### src/rtl/pc_seq_pkg.sv
// pc_seq_pkg: opcode encoding shared by the pc sequencer and its return-address stack
package pc_seq_pkg;
  localparam int OPW = 3;
  typedef enum logic [OPW-1:0] {
    OP_HOLD   = 3'b000,
    OP_INC    = 3'b001,
    OP_JUMP   = 3'b010,
    OP_BRANCH = 3'b011,
    OP_CALL   = 3'b100,
    OP_RET    = 3'b101,
    OP_RSV6   = 3'b110,
    OP_RSV7   = 3'b111
  } op_e;
endpackage

### src/rtl/pc_ras_stack.sv
// pc_ras_stack: circular LIFO of return addresses; a push when full overwrites the oldest entry
module pc_ras_stack #(
  parameter int AW = 16,
  parameter int DEPTH = 8,
  localparam int CW = $clog2(DEPTH + 1),
  localparam int PW = $clog2(DEPTH)
) (
  input  logic          clk,
  input  logic          rst,
  input  logic          push,
  input  logic          pop,
  input  logic [AW-1:0] din,
  output logic [AW-1:0] dout,
  output logic [CW-1:0] count
);
  logic [AW-1:0] mem [DEPTH];
  logic [PW-1:0] wp, wp_inc, wp_dec;
  logic full;
  assign full = count == CW'(DEPTH);
  assign wp_inc = (wp == PW'(DEPTH - 1)) ? '0 : wp + 1'b1;
  assign wp_dec = (wp == '0) ? PW'(DEPTH - 1) : wp - 1'b1;
  assign dout = mem[wp_dec];
  always_ff @(posedge clk) begin
    if (rst) begin
      wp <= '0;
      count <= '0;
    end else if (push) begin
      wp <= wp_inc;
      count <= full ? count : count + 1'b1;
    end else if (pop && count != '0) begin
      wp <= wp_dec;
      count <= count - 1'b1;
    end
  end
  // storage is deliberately unreset: entries above count are never read
  always_ff @(posedge clk) begin
    if (push) mem[wp] <= din;
  end
endmodule

### src/rtl/pc_sequencer.sv
// pc_sequencer: registered program counter with jump/branch/call/return; PC_SEQUENCER_IRQ_EN adds an interrupt entry
module pc_sequencer
  import pc_seq_pkg::*;
#(
  parameter int AW = 16,
  parameter int DEPTH = 8,
  parameter logic [AW-1:0] RESET_VEC = '0,
  localparam int CW = $clog2(DEPTH + 1)
) (
  input  logic           clk,
  input  logic           rst,
  input  logic [OPW-1:0] op,
  input  logic [AW-1:0]  target,
  input  logic [AW-1:0]  offset,
  output logic [AW-1:0]  pc,
  output logic [CW-1:0]  ras_count,
  output logic           ras_full,
  output logic           ras_empty,
  output logic           err
`ifdef PC_SEQUENCER_IRQ_EN
  ,
  input  logic           irq_req,
  input  logic [AW-1:0]  irq_vec,
  output logic           irq_ack
`endif
);
  logic [AW-1:0] pc_n, push_val, ras_top;
  logic push, pop, err_n;
  assign ras_full = ras_count == CW'(DEPTH);
  assign ras_empty = ras_count == '0;
  pc_ras_stack #(.AW(AW), .DEPTH(DEPTH)) u_ras (
    .clk(clk), .rst(rst), .push(push), .pop(pop),
    .din(push_val), .dout(ras_top), .count(ras_count)
  );
  always_comb begin
    push = 1'b0;
    pop = 1'b0;
    pc_n = pc;
    err_n = 1'b0;
    push_val = pc + 1'b1;
    case (op)
      OP_HOLD: pc_n = pc;
      OP_INC: pc_n = pc + 1'b1;
      OP_JUMP: pc_n = target;
      OP_BRANCH: pc_n = pc + offset;
      OP_CALL: begin
        push = 1'b1;
        pc_n = target;
        err_n = ras_full;
      end
      OP_RET: begin
        pop = !ras_empty;
        pc_n = ras_empty ? pc + 1'b1 : ras_top;
        err_n = ras_empty;
      end
      default: err_n = 1'b1;
    endcase
`ifdef PC_SEQUENCER_IRQ_EN
    // an interrupt returns to the interrupted instruction, not the next one
    if (irq_req) begin
      push = 1'b1;
      pop = 1'b0;
      push_val = pc;
      pc_n = irq_vec;
      err_n = ras_full;
    end
`endif
  end
  always_ff @(posedge clk) begin
    if (rst) begin
      pc <= RESET_VEC;
      err <= 1'b0;
    end else begin
      pc <= pc_n;
      err <= err_n;
    end
  end
`ifdef PC_SEQUENCER_IRQ_EN
  always_ff @(posedge clk) irq_ack <= !rst && irq_req;
`endif
endmodule

### config.mk
export PLATFORM = sky130hd
export DESIGN_NAME = pc_sequencer
export DESIGN_NICKNAME = d
export VERILOG_FILES = /design/src/rtl/pc_seq_pkg.sv /design/src/rtl/pc_ras_stack.sv /design/src/rtl/pc_sequencer.sv
export SDC_FILE = /design/constraint.sdc
export NUM_CORES = 1
export LEC_CHECK = 0
export ABC_CLOCK_PERIOD_IN_PS = 4500
export CORE_ASPECT_RATIO = 0.6
export CORE_MARGIN = 4
export CORE_UTILIZATION = 34
export CTS_BUF_LIST = sky130_fd_sc_hd__clkbuf_8
export DETAILED_ROUTE_END_ITERATION = 8
export MAX_ROUTING_LAYER = met4
export SETUP_SLACK_MARGIN = 0.05
export SYNTH_ARGS = -nofsm -noshare
export SYNTH_HDL_FRONTEND = slang
export SYNTH_HIERARCHICAL = 1
export SYNTH_SLANG_ARGS = --single-unit
### constraint.sdc
create_clock -name clk -period 4.5 [get_ports clk]
set_input_delay 0.9 -clock clk [delete_from_list [all_inputs] [get_ports clk]]
set_output_delay 0.9 -clock clk [all_outputs]
set_load 0.005 [all_outputs]
# Word-level counts from Yosys, hierarchy flattened
# Memories as Yosys holds them, arrays and structs flattened.
# Cells that the tools add are included.
dict set report word_totals {
  elab_cells 44
  output_inout_bits 23
  mem_bits_rw 128
  rom_bits 0
  reg_bits 24
  latchBits 0
  memories 1
}
# name depth width read_ports rd_clocked_by_memory_dff write_ports line
set memory_table {}
lappend memory_table {u_ras.mem 8 16 1 0 1 pc_ras_stack.sv:16} ;# logic [AW-1:0] mem [DEPTH];
dict set report op_classes {
  bitwise 0
  multipliers 0
  n_shift 0
  n_reduce_logical 11
  div_mod_pow 0
  n_lt_le_gt_ge 0
  add_sub_neg 6
  n_mux 14
  eq_ne 8
}
# cell n
set ops {}
lappend ops {{$pmux 16 s4} 1}
lappend ops {{$add 16x1->16 const B} 1}
lappend ops {{$add 16x16->16} 1}
lappend ops {{$mux 16} 1}
lappend ops {{$mux 3} 4}
lappend ops {{$mux 4} 3}
lappend ops {{$eq 3x3->1 const B} 3}
lappend ops {{$reduce_bool 4->1} 2}
lappend ops {{$eq 3x2->1 const B} 2}
lappend ops {{$logic_not 3->1} 2}
lappend ops {{$add 4x1->4 const B} 1}
lappend ops {{$eq 4x4->1 const B} 1}
lappend ops {{$logic_not 4->1} 1}
lappend ops {{$mux 1} 4}
lappend ops {{$reduce_or 4->1} 1}
lappend ops {{$sub 4x1->4 const B} 1}
lappend ops {{$add 3x1->3 const B} 1}
lappend ops {{$eq 3x1->1 const B} 1}
lappend ops {{$pmux 1 s3} 1}
lappend ops {{$sub 3x1->3 const B} 1}
lappend ops {{$ne 2x2->1 const B} 1}
lappend ops {{$reduce_and 2->1} 1}
lappend ops {{$reduce_bool 2->1} 1}
lappend ops {{$reduce_or 2->1} 1}
lappend ops {{other kinds (2)} 2}

# Longest topological paths before layout
# Gate-level depths: netlist of run 1.
dict set report depth {
  depth_word 6
  depth_mapped 16
  mapped_depth_nobuf 11
}

# Modules after synthesis
# Netlist of run 1, hierarchy kept.
# mod area_per_inst_um2 cells_each seq_area_each_um2 n_inst
set modules_own_cells {}
lappend modules_own_cells {pc_ras_stack 5451.5 324 3983.8 1}
lappend modules_own_cells {pc_sequencer 2218.4 296 340.3 1}

# Worst setup path before layout of run 1
# No wires, ideal clock.
dict set report synth_timing {
  path_type {in2reg}
  startpoint {input port op[2]}
  endpoint {memory u_ras.mem[2][0], enable pin}
  cell_stages 5
  path_slack_ns 1.411
  required_time_ns 4.091
  n_path_buf 2
  t_arrival_ns 2.680
  path_cell_list {buf_2 nor3b_1 buf_2 nand2_1 nor3_1}
}
dict set report synth_via {
  elab_chain_len 4
}
# item line
set synth_lines {}
lappend synth_lines {{from (decl)} pc_sequencer.sv:12} ;# input logic [OPW-1:0] op,
lappend synth_lines {{$eq 3x3->1} pc_sequencer.sv:41} ;# case (op)
lappend synth_lines {{$mux 1} pc_sequencer.sv:41}
lappend synth_lines {{named net push} pc_sequencer.sv:28} ;# logic push, pop, err_n;
lappend synth_lines {{$mux 1} pc_ras_stack.sv:37} ;# if (push) mem[wp] <= din;
lappend synth_lines {{$mux 1 (implied by the code)} pc_ras_stack.sv:37}
lappend synth_lines {{to (decl)} pc_ras_stack.sv:16}
# The timed path passes the listed nets, and every way through them passes these cells.

# Worst setup path after layout of run 1
dict set report layout_timing {
  startpoint {register u_ras.wp[0]}
  endpoint {register pc[9]}
}
dict set report layout_via {
  elab_chain_len 5
}
# item line
set layout_lines {}
lappend layout_lines {{from (decl)} pc_ras_stack.sv:17} ;# logic [PW-1:0] wp, wp_inc, wp_dec;
lappend layout_lines {{from (signal assigned)} pc_ras_stack.sv:28} ;# wp <= wp_inc;
lappend layout_lines {{from (signal assigned)} pc_ras_stack.sv:31} ;# wp <= wp_dec;
lappend layout_lines {{$sub 3x1->3 / $logic_not 3->1 (equally long branches)} pc_ras_stack.sv:21} ;# assign wp_dec = (wp == '0) ? PW'(DEPTH - 1) : wp - 1'b1;
lappend layout_lines {{$mux 3 (*)} pc_ras_stack.sv:21}
lappend layout_lines {{$mem_v2 8x16 (*)} n/a}
lappend layout_lines {{named net ras_top[9]} pc_sequencer.sv:27} ;# logic [AW-1:0] pc_n, push_val, ras_top;
lappend layout_lines {{$mux 16 (*)} pc_sequencer.sv:53} ;# pc_n = ras_empty ? pc + 1'b1 : ras_top;
lappend layout_lines {{$pmux 16 s4 (*)} pc_sequencer.sv:41}
lappend layout_lines {{to (signal assigned)} pc_sequencer.sv:74} ;# pc <= pc_n;
lappend layout_lines {{to (decl)} pc_sequencer.sv:15} ;# output logic [AW-1:0] pc,
# The timed path passes the listed nets; every way through them passes the cells marked *.
# A chain may end at the register's enable or synchronous reset.

==> results of run 1 <==
==> kinds of logic (layout without fill, tap and decap cells) <==
family                   count (synthesis)  after routing  share of synthesized area [%]
AO/OA/AOI/OAI                          178            178                           15.5
XOR/XNOR                                28             28                           3.20
adder cells (fa/ha/maj)                 25             25                           4.27
buffers and inverters                   58            139                           4.09
flip-flops                             152            152                           56.4
multiplexers                            44             44                           7.55
other                                    0              1                              0
AND/OR/NAND/NOR                        135            135                           9.02
==> registers in the layout (all words and copies together), names as in the netlist <==
register / flops
pc: 16
err: 1
u_ras/count: 4
u_ras/wp: 3
u_ras/mem: 128
==> placed cells by master (no fill, tap or decap), types with 6 or more instances in the layout <==
| cell | count |
|---|---|
| nor3_1 | 15 |
| clkdlybuf4s50_1 | 59 |
| edfxtp_1 | 128 |
| dfxtp_1 | 24 |
| buf_4 | 21 |
| nor2_1 | 36 |
| nand3_1 | 12 |
| nand2_1 | 27 |
| clkbuf_8 | 18 |
| a22o_1 | 9 |
| o221ai_1 | 6 |
| mux2i_1 | 32 |
| inv_1 | 33 |
| a22oi_1 | 9 |
| ha_1 | 23 |
| and3_1 | 7 |
| xor2_1 | 11 |
| mux4_2 | 11 |
| a211oi_1 | 11 |
| xnor2_1 | 17 |
| o22ai_1 | 30 |
| o21ai_0 | 35 |
| a21oi_1 | 37 |
==> worst max-delay path, stage by stage (launching register included) <==
cell      delay (ps)
dfxtp_1          540
clkinv_1         150
ha_1             230
ha_1             300
nor2b_4          650
buf_4            270
o22ai_1           80
o21ai_0          270
a22o_1           270
a22oi_1          110
o22ai_1          260
a21oi_1          100
a21oi_1          150
==> stage by stage <==
stage               power (uW)  hold slack [ps]  utilization [%]  area, um^2  instances
floorplan                 1920              548                -        7670        620
global placement          2090              585             38.9        8610        977
detailed placement        2110              621             38.9        8610        977
CTS                       3010              630             40.4        8940       1009
global route              3120              682             40.4        8940       1009
finish                    3000              639             40.4        8940       1010
==> area by class of cell <==
class,count,area (um^2)
antenna,1,2.50
clock buffer,18,248
clock inverter,14,83.8
fill,2087,13200
inverter,27,106
multi-input combinational,410,3040
sequential,152,4320
tap,308,385
timing repair buffer,80,748
==> final timing paths <==
check	from	endpoint	depth (start not counted)
setup / recovery	u_ras/wp[0]	pc[9]	12
setup reg to reg	u_ras/wp[0]	pc[9]	12
hold reg to reg	u_ras/count[2]	u_ras/count[2]	2
hold / removal	u_ras/count[2]	u_ras/count[2]	2
==> power breakdown <==
part | total [uW] | internal (uW) | switching (uW)
Clock | 913 | 430 | 483
Combinational | 479 | 203 | 276
Sequential | 1600 | 1560 | 39.8
Total | 3000 | 2200 | 799
==> per-layer routing <==
metal  share of wire (%)  vias up  global-route usage, %
met5                   0        -                      -
met4                0.54        0                   2.73
met3                 7.6       18                   4.42
met2                  42      219                   23.6
met1                  50     2822                   26.1
li1                    -     2559                      -
==> results.yml, run 1 <==
yosys:
  syn-num-nets: 682
  synth.largest_area_cell: "edfxtp_1"
  ys_ff_latch: 152
  ys_seq_area_share_pct: 56.4
  ys_types: 73
  syn_inst: 620
  synth_edf_count: 128
  synth.most_common_cell: "edfxtp_1"
  netlist.area_leader.share_pct: 50.1
  synthFlopType: "edfxtp_1"
  syn_area_per_cell_um2: 12.4
  yosys_warnings: 6
  synth_area_um2: 7670
  async_flop_share_pct: 0
  synthTopCellsByCount: "edfxtp_1, a21oi_1, nor2_1"
  synth.area.top_cells: "edfxtp_1, dfxtp_1, mux2i_1"
clock_network:
  ctsResizeCount: 0
  htree_levels: 4
  clk_latency_ps: 440
  tritoncts: "done"
  cts-root-buf: "clkbuf_8"
  post_cts_buffers: 0
  cts_hold_buf: 0
  clk_pin_slew_ps: 90
  cts_max_path_buffers: 2
  numCtsBuffers: 17
  cts.sinks: 152
place:
  gp_congestion: 0.862
  io_buffer_count: 59
  dp_hpwl_mm: 14.9
  pre_cts_ws_ps: 892
sta:
  final.setup.worst_slack_ps: 1050
  timing.slew.headroom_pct: 39.2
  hold_viol: 0
  max_freq_mhz: 290
  layout_worst_path_cycle_share_pct: 76.6
  slew_violations: 0
  finClkSkew_ps: 15.1
  rsz0062_at_grt: "false"
  setup_viol: 0
  worstMarginPinSlew_ps: 906
  setup-tns-final_ps: 0
  period_needed_ps: 3450
floorplan:
  fp-row-count: 42
  dieArea_um2: 25100
  coreArea_um2: 22100
  die_x_um: 202
  fp.dieH_um: 124
  initial_core_util_pct: 34.7
  pin_count: 60
global_route:
  grt_pass1_wl_mm: 32.6
  antenna_found_initial: 0
  overflow: 0
  grtUsageTotal_pct: 17.2
  grt_max_degree: 35
  grt_pass1_vias: 5470
drt:
  routedWlPerCell_um: 21.1
  drt_pass1_iterations: 5
  vias: 5618
  finalWirelength_mm: 21.3
  routed_via_density: 5.56
  drc: 0
  antenna_left: 0
  first_iter_violations: 465
power:
  leakage_uw: 0.00307
  vdd_drop_max_mv: 0.214
  power_density_nw_per_um2: 335
finish:
  final_layout_size_suffix_gt1_share_pct: 10.4
  area_delta_synth_final_pct: 16.6
  fin_nets: 750
critical_path:
  crit_path_max_fanout: 23
  path_class: "reg -> reg"
  reg2reg_slack_ps: 1050
  end_kind: "register"
  startpoint_type: "register"
  worstPathArrival_ps: 3820
  required_ps: 4880
worst_hold_path:
  min_path_type: "reg -> reg"
run_status:
  status: "completed"
flow_run:
  maxCapViolations: 0
Note: power is estimated with default switching activity, not from simulation.
==> inputs of run 2 (changes only) <==
--- a/config.mk
+++ b/config.mk
@@ -5,7 +5,7 @@
 export SDC_FILE = /design/constraint.sdc
 export NUM_CORES = 1
 export LEC_CHECK = 0
-export ABC_CLOCK_PERIOD_IN_PS = 4500
+export ABC_CLOCK_PERIOD_IN_PS = 3230
 export CORE_ASPECT_RATIO = 0.6
 export CORE_MARGIN = 4
 export CORE_UTILIZATION = 34
==> constraint.sdc (replaced) <==
create_clock -name clk -period 3.23 [get_ports clk]
set_input_delay 0.646 -clock clk [delete_from_list [all_inputs] [get_ports clk]]
set_output_delay 0.646 -clock clk [all_outputs]
set_load 0.005 [all_outputs]
==> results.yml, run 2 (synthesis gave the netlist of run 1 again) <==
finish:
  final_layout_size_suffix_gt1_share_pct: 11.7
  fin_nets: 757
  num-fill-cells: 2082
  mostFrequentLayoutCell: "edfxtp_1"
  antenna_cells: 0
  multiInputGateArea_um2: 3040
  regArea_um2: 4320
  layout_common_cells: "edfxtp_1, clkdlybuf4s50_1, a21oi_1"
  largestRegisters: "u_ras/mem: 128 flops, pc: 16 flops, u_ras/count: 4 flops"
  fin_util_pct: 41.0
  area_delta_synth_final_pct: 18.3
  largest_reg_flops: 128
  regMostFlops: "u_ras/mem"
drt:
  drc: 0
  drt_pass1_iterations: 5
  finalWirelength_mm: 20.5
  vias: 5663
  routedWlPerCell_um: 20.1
  first_iter_violations: 564
  antenna_left: 0
  routed_via_density: 5.57
global_route:
  grt_max_degree: 35
  grtUsageTotal_pct: 16.5
  grt_pass1_wl_mm: 31.4
  overflow: 0
  antenna_found_initial: 0
  grt_pass1_vias: 5475
clock_network:
  numCtsBuffers: 17
  cts_max_path_buffers: 2
  cts-root-buf: "clkbuf_8"
  ctsResizeCount: 0
  post_cts_buffers: 0
  clk_latency_ps: 440
  tritoncts: "done"
  cts_hold_buf: 0
  cts.sinks: 152
  htree_levels: 4
  clk_pin_slew_ps: 80
sta:
  worstMarginPinSlew_ps: 748
  finClkSkew_ps: 21.3
  setup-tns-final_ps: 0
  hold_viol: 0
  rsz0062_at_grt: "false"
  period_needed_ps: 2960
  layout_worst_path_cycle_share_pct: 91.5
  max_freq_mhz: 338
  final.setup.worst_slack_ps: 274
  setup_viol: 0
  slew_violations: 0
  whs_ps: 614
  timing.slew.headroom_pct: 49.8
floorplan:
  fp-row-count: 42
  dieArea_um2: 25100
  die_x_um: 202
  pin_count: 60
  coreArea_um2: 22100
  initial_core_util_pct: 34.7
  fp.dieH_um: 124
run_status:
  status: "completed"
power:
  switching_share_pct: 26.1
  clockPowerShare_pct: 33.5
  power_density_nw_per_um2: 482
  power_frac_seq_pct: 51.1
  leakage_uw: 0.00311
  p_switching_uw: 1140
  vdd_drop_max_mv: 0.271
  combPwrFrac_pct: 15.4
  p_int_uw: 3230
critical_path:
  end_kind: "register"
  crit_path_max_fanout: 17
  worstPathArrival_ps: 3260
  path_class: "reg -> reg"
  reg2reg_slack_ps: 270
  required_ps: 3530
  startpoint_type: "register"
place:
  gp_congestion: 0.893
  io_buffer_count: 59
  pre_cts_ws_ps: 121
  dp_hpwl_mm: 14.5
worst_hold_path:
  min_path_type: "reg -> reg"
flow_run:
  maxCapViolations: 0
==> run 2: changes by cell type in the layout (fill, tap and decap cells not counted), sizes merged <==
cell and delta:
buf +7, bufinv +2, clkbuf -1, clkinv +4, diode -1, inv -5
==> run 2: metal layers <==
metal,vias up,global-route usage (%),part of all wire [%]
met5,-,-,0
met4,0,2.73,0.62
met3,15,4.61,8.7
met2,245,22.4,42
met1,2833,24.8,49
li1,2570,-,-
==> run 2: worst paths after layout <==
check,start,end,cells past startpoint
setup reg to reg,u_ras/wp[1],pc[1],12
hold / removal,u_ras/count[2],u_ras/count[2],2
hold reg to reg,u_ras/count[2],u_ras/count[2],2
setup / recovery,u_ras/wp[1],pc[1],12
==> run 2: per-stage QoR <==
stage,std cells,cell area [um^2],power (uW)
6_report,1016,9070,4370
5_1_grt,1016,9070,4570
4_1_cts,1016,9070,4400
3_5_place_dp,984,8680,2940
3_3_place_gp,984,8680,2920
2_1_floorplan,620,7670,2670
==> run 2: final cells by class <==
cell class	instances	share of cell area (%)
Timing Repair Buffer	87	9.10
Clock inverter	15	1.74
Clock buffer	17	2.58
Sequential cell	152	47.6
Inverter	27	1.17
Multi-Input combinational cell	410	33.5
Tap cell	308	4.25
==> run 2: power groups by stage <==
stage / clock network (uW) / logic, uW / registers, uW
global placement: 0 / 653 / 2270
CTS: 1500 / 670 / 2230
finish: 1470 / 674 / 2230
detailed placement: 0 / 666 / 2270
global route: 1600 / 734 / 2240
floorplan: 0 / 416 / 2260
==> run 2: worst max-delay path: stages (launching register included) <==
cell and delay (ps):
dfxtp_1 390, inv_1 80, ha_1 190, ha_1 330, nor2b_4 340, buf_4 330, mux2i_1 230, mux4_2 260
inv_1 50, a22oi_1 160, o21ai_0 100, a221oi_1 270, a211oi_1 80
==> inputs of run 3 (changes only) <==
--- a/config.mk
+++ b/config.mk
@@ -11,6 +11,7 @@
 export CORE_UTILIZATION = 34
 export CTS_BUF_LIST = sky130_fd_sc_hd__clkbuf_8
 export DETAILED_ROUTE_END_ITERATION = 8
+export GPL_ROUTABILITY_DRIVEN = 0
 export MAX_ROUTING_LAYER = met4
 export SETUP_SLACK_MARGIN = 0.05
 export SYNTH_ARGS = -nofsm -noshare
==> results.yml, run 3 (synthesis gave the netlist of run 1 again) <==
floorplan:
  fp.dieH_um: 124
  coreArea_um2: 22100
  die_x_um: 202
  pin_count: 60
  fp-row-count: 42
  initial_core_util_pct: 34.7
  dieArea_um2: 25100
worst_hold_path:
  min_path_type: "reg -> reg"
place:
  dp_hpwl_mm: 14.4
  dp_cells: 985
  io_buffer_count: 59
  placedInstanceArea_um2: 8690
finish:
  largestRegisters: "u_ras/mem: 128 flops, pc: 16 flops, u_ras/count: 4 flops"
  fin_cells: 1017
  num-fill-cells: 2066
  regMostFlops: "u_ras/mem"
  layout_common_cells: "edfxtp_1, clkdlybuf4s50_1, a21oi_1"
  regArea_um2: 4320
  area_delta_synth_final_pct: 19.0
  final_area_um2: 9130
  mostFrequentLayoutCell: "edfxtp_1"
  fin_nets: 758
  largest_reg_flops: 128
  final_layout_size_suffix_gt1_share_pct: 12.7
  multiInputGateArea_um2: 3040
  antenna_cells: 0
clock_network:
  cts_max_path_buffers: 2
  ctsResizeCount: 0
  post_cts_buffers: 0
  htree_levels: 4
  clk_pin_slew_ps: 100
  cts.sinks: 152
  tritoncts: "done"
  numCtsBuffers: 17
  cts_hold_buf: 0
  clk_latency_ps: 450
  cts-root-buf: "clkbuf_8"
sta:
  finClkSkew_ps: 20.1
  timing.slew.headroom_pct: 48.3
  period_needed_ps: 2880
  rsz0062_at_grt: "false"
  setup_viol: 0
  hold_viol: 0
  slew_violations: 0
  layout_worst_path_cycle_share_pct: 89.3
  whs_ps: 630
  max_freq_mhz: 347
  setup-tns-final_ps: 0
  worstMarginPinSlew_ps: 771
global_route:
  overflow: 0
  grt_max_degree: 45
  grt_pass1_wl_mm: 32.4
  antenna_found_initial: 0
  grt_pass1_vias: 5563
  grtUsageTotal_pct: 16.9
power:
  vdd_drop_max_mv: 0.303
  power_density_nw_per_um2: 495
  p_int_uw: 3310
  combPwrFrac_pct: 15.0
  clockPowerShare_pct: 35.7
  power_uw: 4520
  p_switching_uw: 1210
  leakage_uw: 0.00314
  power_frac_seq_pct: 49.3
  switching_share_pct: 26.8
critical_path:
  startpoint_type: "register"
  rr_worst_depth: 12
  r2r-end: "pc[0]"
  crit_path_max_fanout: 44
  path_class: "reg -> reg"
  worstPathArrival_ps: 3240
  reg2reg_slack_ps: 350
  critPathCapture: "pc[0]"
  worstSetupStartpoint: "u_ras/wp[1]"
  end_kind: "register"
  r2r-start: "u_ras/wp[1]"
  required_ps: 3590
flow_run:
  maxCapViolations: 0
drt:
  drc: 0
  finalWirelength_mm: 20.7
  antenna_left: 0
  first_iter_violations: 617
  routed_via_density: 5.53
  drt_pass1_iterations: 5
  routedWlPerCell_um: 20.3
  vias: 5629
run_status:
  status: "completed"
-- run 3: final cells by class --
class                   count  area share, %
well taps                 308           4.22
clock inverters            13           1.91
clock buffers              19           2.87
repair buffers             88           9.13
multi-input cells         410           33.3
inverters                  27           1.17
flip-flops and latches    152           47.4
-- run 3: layer usage --
metal	share of wire, %	vias to the layer above	GRT usage, %	routed length [um]
li1	-	2576	-	-
met2	42	245	22.7	8750
met3	7.7	14	4.68	1600
met5	0	-	-	0
met1	49	2794	25.3	10100
met4	0.79	0	4.02	163
-- run 3: worst min path at each step --
stage	start	slack (ps)	cells past startpoint	endpoint
after floorplan	u_ras/count[2]	550	2	u_ras/count[2]
after global placement	u_ras/count[2]	580	2	u_ras/count[2]
after detailed placement	u_ras/count[2]	620	2	u_ras/count[2]
after CTS	u_ras/count[2]	630	2	u_ras/count[2]
after global routing	pc[13]	670	2	pc[13]
final	u_ras/count[2]	630	2	u_ras/count[2]
-- run 3: critical path, stage by stage, from the launching register on --
cell	delay, ps
dfxtp_1	390
inv_1	90
ha_1	190
ha_1	320
nor2b_4	190
buf_12	250
mux2i_1	230
mux4_2	250
inv_1	50
a222oi_1	440
o221ai_1	180
o21ai_0	100
nor2_1	50
-- run 3: metrics by stage --
step | setup WS, ps | utilization [%]
6_report | 345 | 41.3
2_1_floorplan | 290 | -
3_3_place_gp | 219 | 39.3
5_1_grt | 118 | 41.3
4_1_cts | 368 | 41.3
3_5_place_dp | 95.1 | 39.3
-- run 3: power by group through the flow --
stage / logic (uW) / registers, uW / clock network (uW)
4_1_cts: 675 / 2230 / 1640
2_1_floorplan: 416 / 2260 / 0
3_3_place_gp: 657 / 2270 / 0
3_5_place_dp: 670 / 2270 / 0
6_report: 680 / 2230 / 1610
5_1_grt: 740 / 2230 / 1730
==> variant 1, RTL diff (settings of run 3) <==
`DEPTH` is set to 8 in 2 places; all go to 16.
--- a/src/rtl/pc_ras_stack.sv
+++ b/src/rtl/pc_ras_stack.sv
@@ -3,3 +3,3 @@
   parameter int AW = 16,
-  parameter int DEPTH = 8,
+  parameter int DEPTH = 16,
   localparam int CW = $clog2(DEPTH + 1),
--- a/src/rtl/pc_sequencer.sv
+++ b/src/rtl/pc_sequencer.sv
@@ -5,3 +5,3 @@
   parameter int AW = 16,
-  parameter int DEPTH = 8,
+  parameter int DEPTH = 16,
   parameter logic [AW-1:0] RESET_VEC = '0,
Interface: changed (resized ras_count); port bits go from 60 to 61. The function was not compared with the original's and may differ.
==> variant 1 against run 3 <==
Area after synthesis rose by 66%. Via count increased by 44%. Die area increased by 62%. Design area up 67%. First-iteration DRC count grew 36%. Fmax is 0.61% lower. Worst setup slack lost 0.018 ns. Sequential cell count increased by 130. Critical path depth shrank 8. Wire length is 62% higher. Power up 74%. Largest power group unchanged.
==> variant 1: results (changes against run 3) <==
sequential area share after synthesis 64.38% (+8.0 points); met1 GRT Util 25.99% (+0.72 points); post-synthesis adder-cell area fraction 2.768% (-1.5 points); Via Count 8080 (+44%); Port Buffer Count 60 (+1.7%); slowest stage delay, CP 0.53 ns (+0.09 ns); share of post-route cells with drive strength above 1 21.99% (+9.3 points); hold_sp pc[8]$_SDFFE_PP0P_; GRT met3 Usage 4.636% (-0.048 points); Mapped Nets 911 (+34%); Slew Limit Headroom 15.78% (-32 points); CTS resizes 0 (unchanged); leakage power 5.119 nW (+63%); synth unique cells 71 (-2.7%); clk_lat worst skew 0.55 ns (+0.10 ns); Post-synth EDFFs 256 (+100%); vias in the first global route 7796 (+40%); Top Metal Used met4; VDD IR-drop max 0.3016 mV (-0.30%); Root Buffer clkbuf_8; initial drt markers 838 (+36%); # H-tree levels 2 (-2); Area contributors post-synth edfxtp_1 (60%), mux4_2 (11%), dfxtp_1 (4.1%), nand2_1 (2.9%), ha_1 (2.5%); Antenna diodes 0 (unchanged); pre-CTS setup slack -0.007435 ns (-0.1026 ns); cts bufs inserted 39 (+22); Metal-1 WL 15930 um (+57%); Post CTS Setup Buffer Count 0 (unchanged); post-DP HPWL 22390 um (+55%); outcome finished clean; top post-synthesis cells by count edfxtp_1 (256), nand2_1 (98), mux4_2 (61); Setup Skew 0.03001 ns (+0.009945 ns); critical path startpoint u_ras/count[1]$_SDFFE_PP0P_; met2 WL post-DR 13500 um (+54%); Slowest-stage cell, CP clkdlybuf4s50_1; xor and xnor area share after synthesis 2.120% (-1.1 points); GRT Resource Usage Total 16.72% (-0.22 points); Crit Path Max Fanout 7 (-84%); first-pass GRT wire length 50200 um (+55%); crit path DAT 2.26 ns (-0.98 ns); fin nets 1028 (+36%); Largest regs u_ras/mem (256), pc (16), u_ras/count (5); Synth Area in Compound Gates 8.656% (-6.8 points); DRT Wirelength 33500 um (+62%); Async S/R FF share, synth 0% (unchanged); clock slew at reported path FFs 0.07 ns (-0.03 ns); largest net degree at the start of global routing 61 (+36%); met2 Use GR 21.82% (-0.89 points); DP Area 0.01450 mm^2 (+67%); clk buf depth 3 (+1); mux contribution to synthesized area 11.19% (+3.6 points); routed length on met3 3636 um (+130%)
[variant 1: cell count changes after synthesis, sizes merged, moves of 9 or more]
cell / change
a21oi: -9
a221oi: +9
a31oi: +14
and3: +13
buf: +13
edfxtp: +128
mux2i: -29
mux4: +50
nand2: +71
nor2: +12
o21ai: -15
o22ai: -28
[variant 1: cell type report]
| class | count | area [um^2] |
|---|---|---|
| fill | 3306 | 21460 |
| sequential | 282 | 8212 |
| multi-input combinational | 500 | 4320 |
| timing repair buffer | 123 | 1286 |
| tap | 504 | 630.6 |
| clock buffer | 40 | 550.5 |
| clock inverter | 24 | 157.7 |
| inverter | 18 | 67.56 |
[variant 1: path summary, 6_finish.rpt]
| kind | cells after the start | end | slack, ns |
|---|---|---|---|
| setup / recovery | 4 | ras_empty | 0.33 |
| hold / removal | 2 | pc[8]$_SDFFE_PP0P_ | 0.58 |
| setup reg to reg | 12 | pc[15]$_SDFFE_PP0P_ | 0.34 |
| hold reg to reg | 2 | pc[8]$_SDFFE_PP0P_ | 0.58 |
[variant 1: through the flow]
stage                     util (%)  instances
after floorplan                  -        847
after global placement       39.52       1427
after detailed placement     39.52       1427
after CTS                    41.45       1491
after global routing         41.50       1491
final                        41.50       1491
[variant 1: report_power, final]
part	switching [mW]	total (mW)	internal [mW]	leakage, nW
logic	0.629	1.12	0.488	2.16
registers	0.0547	4.11	4.06	2.56
clock network	1.33	2.64	1.31	0.398
[variant 1: worst max-delay path: cells and delay by family, from the launching register on]
kind                   cells  cell delay, ns
flip-flops                 1            0.42
AND/OR/NAND/NOR            2            0.67
buffers and inverters      2            0.62
[variant 1: kinds of logic (layout without fill, tap and decap cells)]
kind of cell    after synthesis  after routing
mux                          66             66
xor+xnor                     30             30
simple gates                228            228
fa+ha+maj                    27             27
flops                       282            282
buf+inv                      65            205
compound gates              149            149
==> variant 2, RTL diff (config.mk and constraints of run 3) <==
Without the edit above. Remove the register `err`: a continuous assignment takes its place, so the output `err` follows one clock earlier.
--- a/src/rtl/pc_sequencer.sv
+++ b/src/rtl/pc_sequencer.sv
@@ -71,8 +71,8 @@
       pc <= RESET_VEC;
-      err <= 1'b0;
     end else begin
       pc <= pc_n;
-      err <= err_n;
     end
   end
+
+  assign err = err_n;
 `ifdef PC_SEQUENCER_IRQ_EN
Check against the original RTL: not equivalent (Yosys sat finds a counterexample within 4 cycles, from zero or initial values and one cycle with rst high).
==> variant 2 against run 3 <==
Worst setup slack worse by 0.12 ns. Wire length is 2.6% higher. Synthesized cell count is 0.16% higher. Non-clock buffer count is 2 higher. Register-to-register slack better by 0.03 ns. Sequential share of layout area is 0.89 points lower. Sequential cell count is 1 lower. Power is 3.6% higher. Clock power is 11% higher. Area after synthesis is 0.42% higher. Design area is 1.5% higher. Global-route usage is 0.30 points higher. Hold slack worse by 0.017 ns. Highest routed layer unchanged.
==> variant 2: results (changes against run 3) <==
outcome finished clean; ys flop type edfxtp_1; Mapped Nets 683 (+0.15%); Crit Path Max Fanout 4 (-91%); Post-synth EDFFs 128 (unchanged); Metal-1 WL 10070 um (-0.76%); pre-CTS setup slack -0.03288 ns (-0.1280 ns); Hold/Removal Path Class flip-flop to flip-flop; clk_lat worst skew approximately 0.46 ns; clock slew at reported path FFs 0.08 ns (-0.02 ns); YS warnings 6 (unchanged); GRT met3 Usage 4.189% (-0.49 points); vias in the first global route 5539 (-0.43%); crit path DAT 2.35 ns (-0.89 ns); # H-tree levels 4 (unchanged); Root Buffer clkbuf_8; VDD IR-drop max 0.2940 mV (-2.8%); largest net degree at the start of global routing 35 (-22%); leakage power 3.188 nW (+1.6%); first-pass GRT wire length 32670 um (+0.90%); fin nets 761 (+0.40%); routed length on met3 2110 um (+32%); met2 WL post-DR 8888 um (+1.6%); CTS resizes 0 (unchanged); GRT Resource Usage Total 17.23% (+0.30 points); Setup Skew 0.02494 ns (+0.004867 ns); post-DP HPWL 15000 um (+4.0%); Port Buffer Count 59 (unchanged); initial drt markers 577 (-6.5%); synth unique cells 77 (+5.5%); met2 Use GR 23.26% (+0.55 points); sequential area share after synthesis 55.88% (-0.50 points); placed insts 988 (+0.30%); cts bufs inserted 17 (unchanged); worst slew pin tran 0.8252 ns (+0.05458 ns); Antenna diodes 0 (unchanged); Top Metal Used met4; DRT Wirelength 21200 um (+2.6%); Post CTS Setup Buffer Count 0 (unchanged); fillers 2083 (+0.82%); Area contributors post-synth edfxtp_1 (50%), dfxtp_1 (6.0%), mux2i_1 (3.9%), ha_1 (3.7%), mux4_2 (3.2%); Largest regs u_ras/mem (128), pc (16), u_ras/count (4); fin cells 1020 (+0.29%); top post-synthesis cells by count edfxtp_1 (128), a21oi_1 (33), nor2_1 (32); met1 GRT Util 26.35% (+1.1 points); share of post-route cells with drive strength above 1 12.92% (+0.23 points); syn avg cell area 12.40 um^2 (+0.26%); Via Count 5729 (+1.8%)
==> variant 2: final timing paths <==
kind | from | endpoint | cells after the start | slack (ns)
setup reg to reg | u_ras/wp[1]$_SDFFE_PP0P_ | pc[8]$_SDFFE_PP0P_ | 13 | 0.38
hold reg to reg | u_ras/count[2]$_SDFFE_PP0P_ | u_ras/count[2]$_SDFFE_PP0P_ | 2 | 0.61
hold / removal | u_ras/count[2]$_SDFFE_PP0P_ | u_ras/count[2]$_SDFFE_PP0P_ | 2 | 0.61
setup / recovery | op[1] | err | 6 | 0.23
==> variant 2: power by group <==
part	switching (mW)	total [mW]	internal, mW
Sequential	0.0561	2.22	2.17
Clock	0.757	1.78	1.03
Combinational	0.381	0.679	0.298
Total	1.19	4.68	3.49
==> variant 2: area by class of cell <==
class,count,share of cell area [%]
clock buffer,18,2.676
clock inverter,14,2.649
inverter,27,1.108
multi-input combinational,412,33.49
sequential,151,46.49
tap,308,4.162
timing repair buffer,90,9.432
==> variant 2: worst max-delay path, stage by stage <==
cell and delay, ns:
clkdlybuf4s50_1 0.46, nor3b_1 0.45, nand2_1 0.09, o21ai_0 0.08
a21o_1 0.13, clkdlybuf4s50_1 0.49
==> variant 2: cells by family (layout without fill, tap and decap cells) <==
kind of cell / count (synthesis) / after routing / synth area share (%)
AOI/OAI and AO/OA: 186 / 186 / 16.73
DFF: 151 / 151 / 55.88
and+or+nand+nor: 138 / 138 / 9.519
buffers and inverters: 58 / 149 / 3.996
muxes: 41 / 41 / 7.115
adders and majority gates: 25 / 25 / 4.256
xor gates and xnor gates: 22 / 22 / 2.502
==> variant 2: metrics by stage <==
step           TNS (ns)  cell area, um^2
2_1_floorplan         0             7702
3_3_place_gp          0             8766
3_5_place_dp   -0.06000             8766
4_1_cts               0             9259
5_1_grt               0             9259
6_report              0             9259
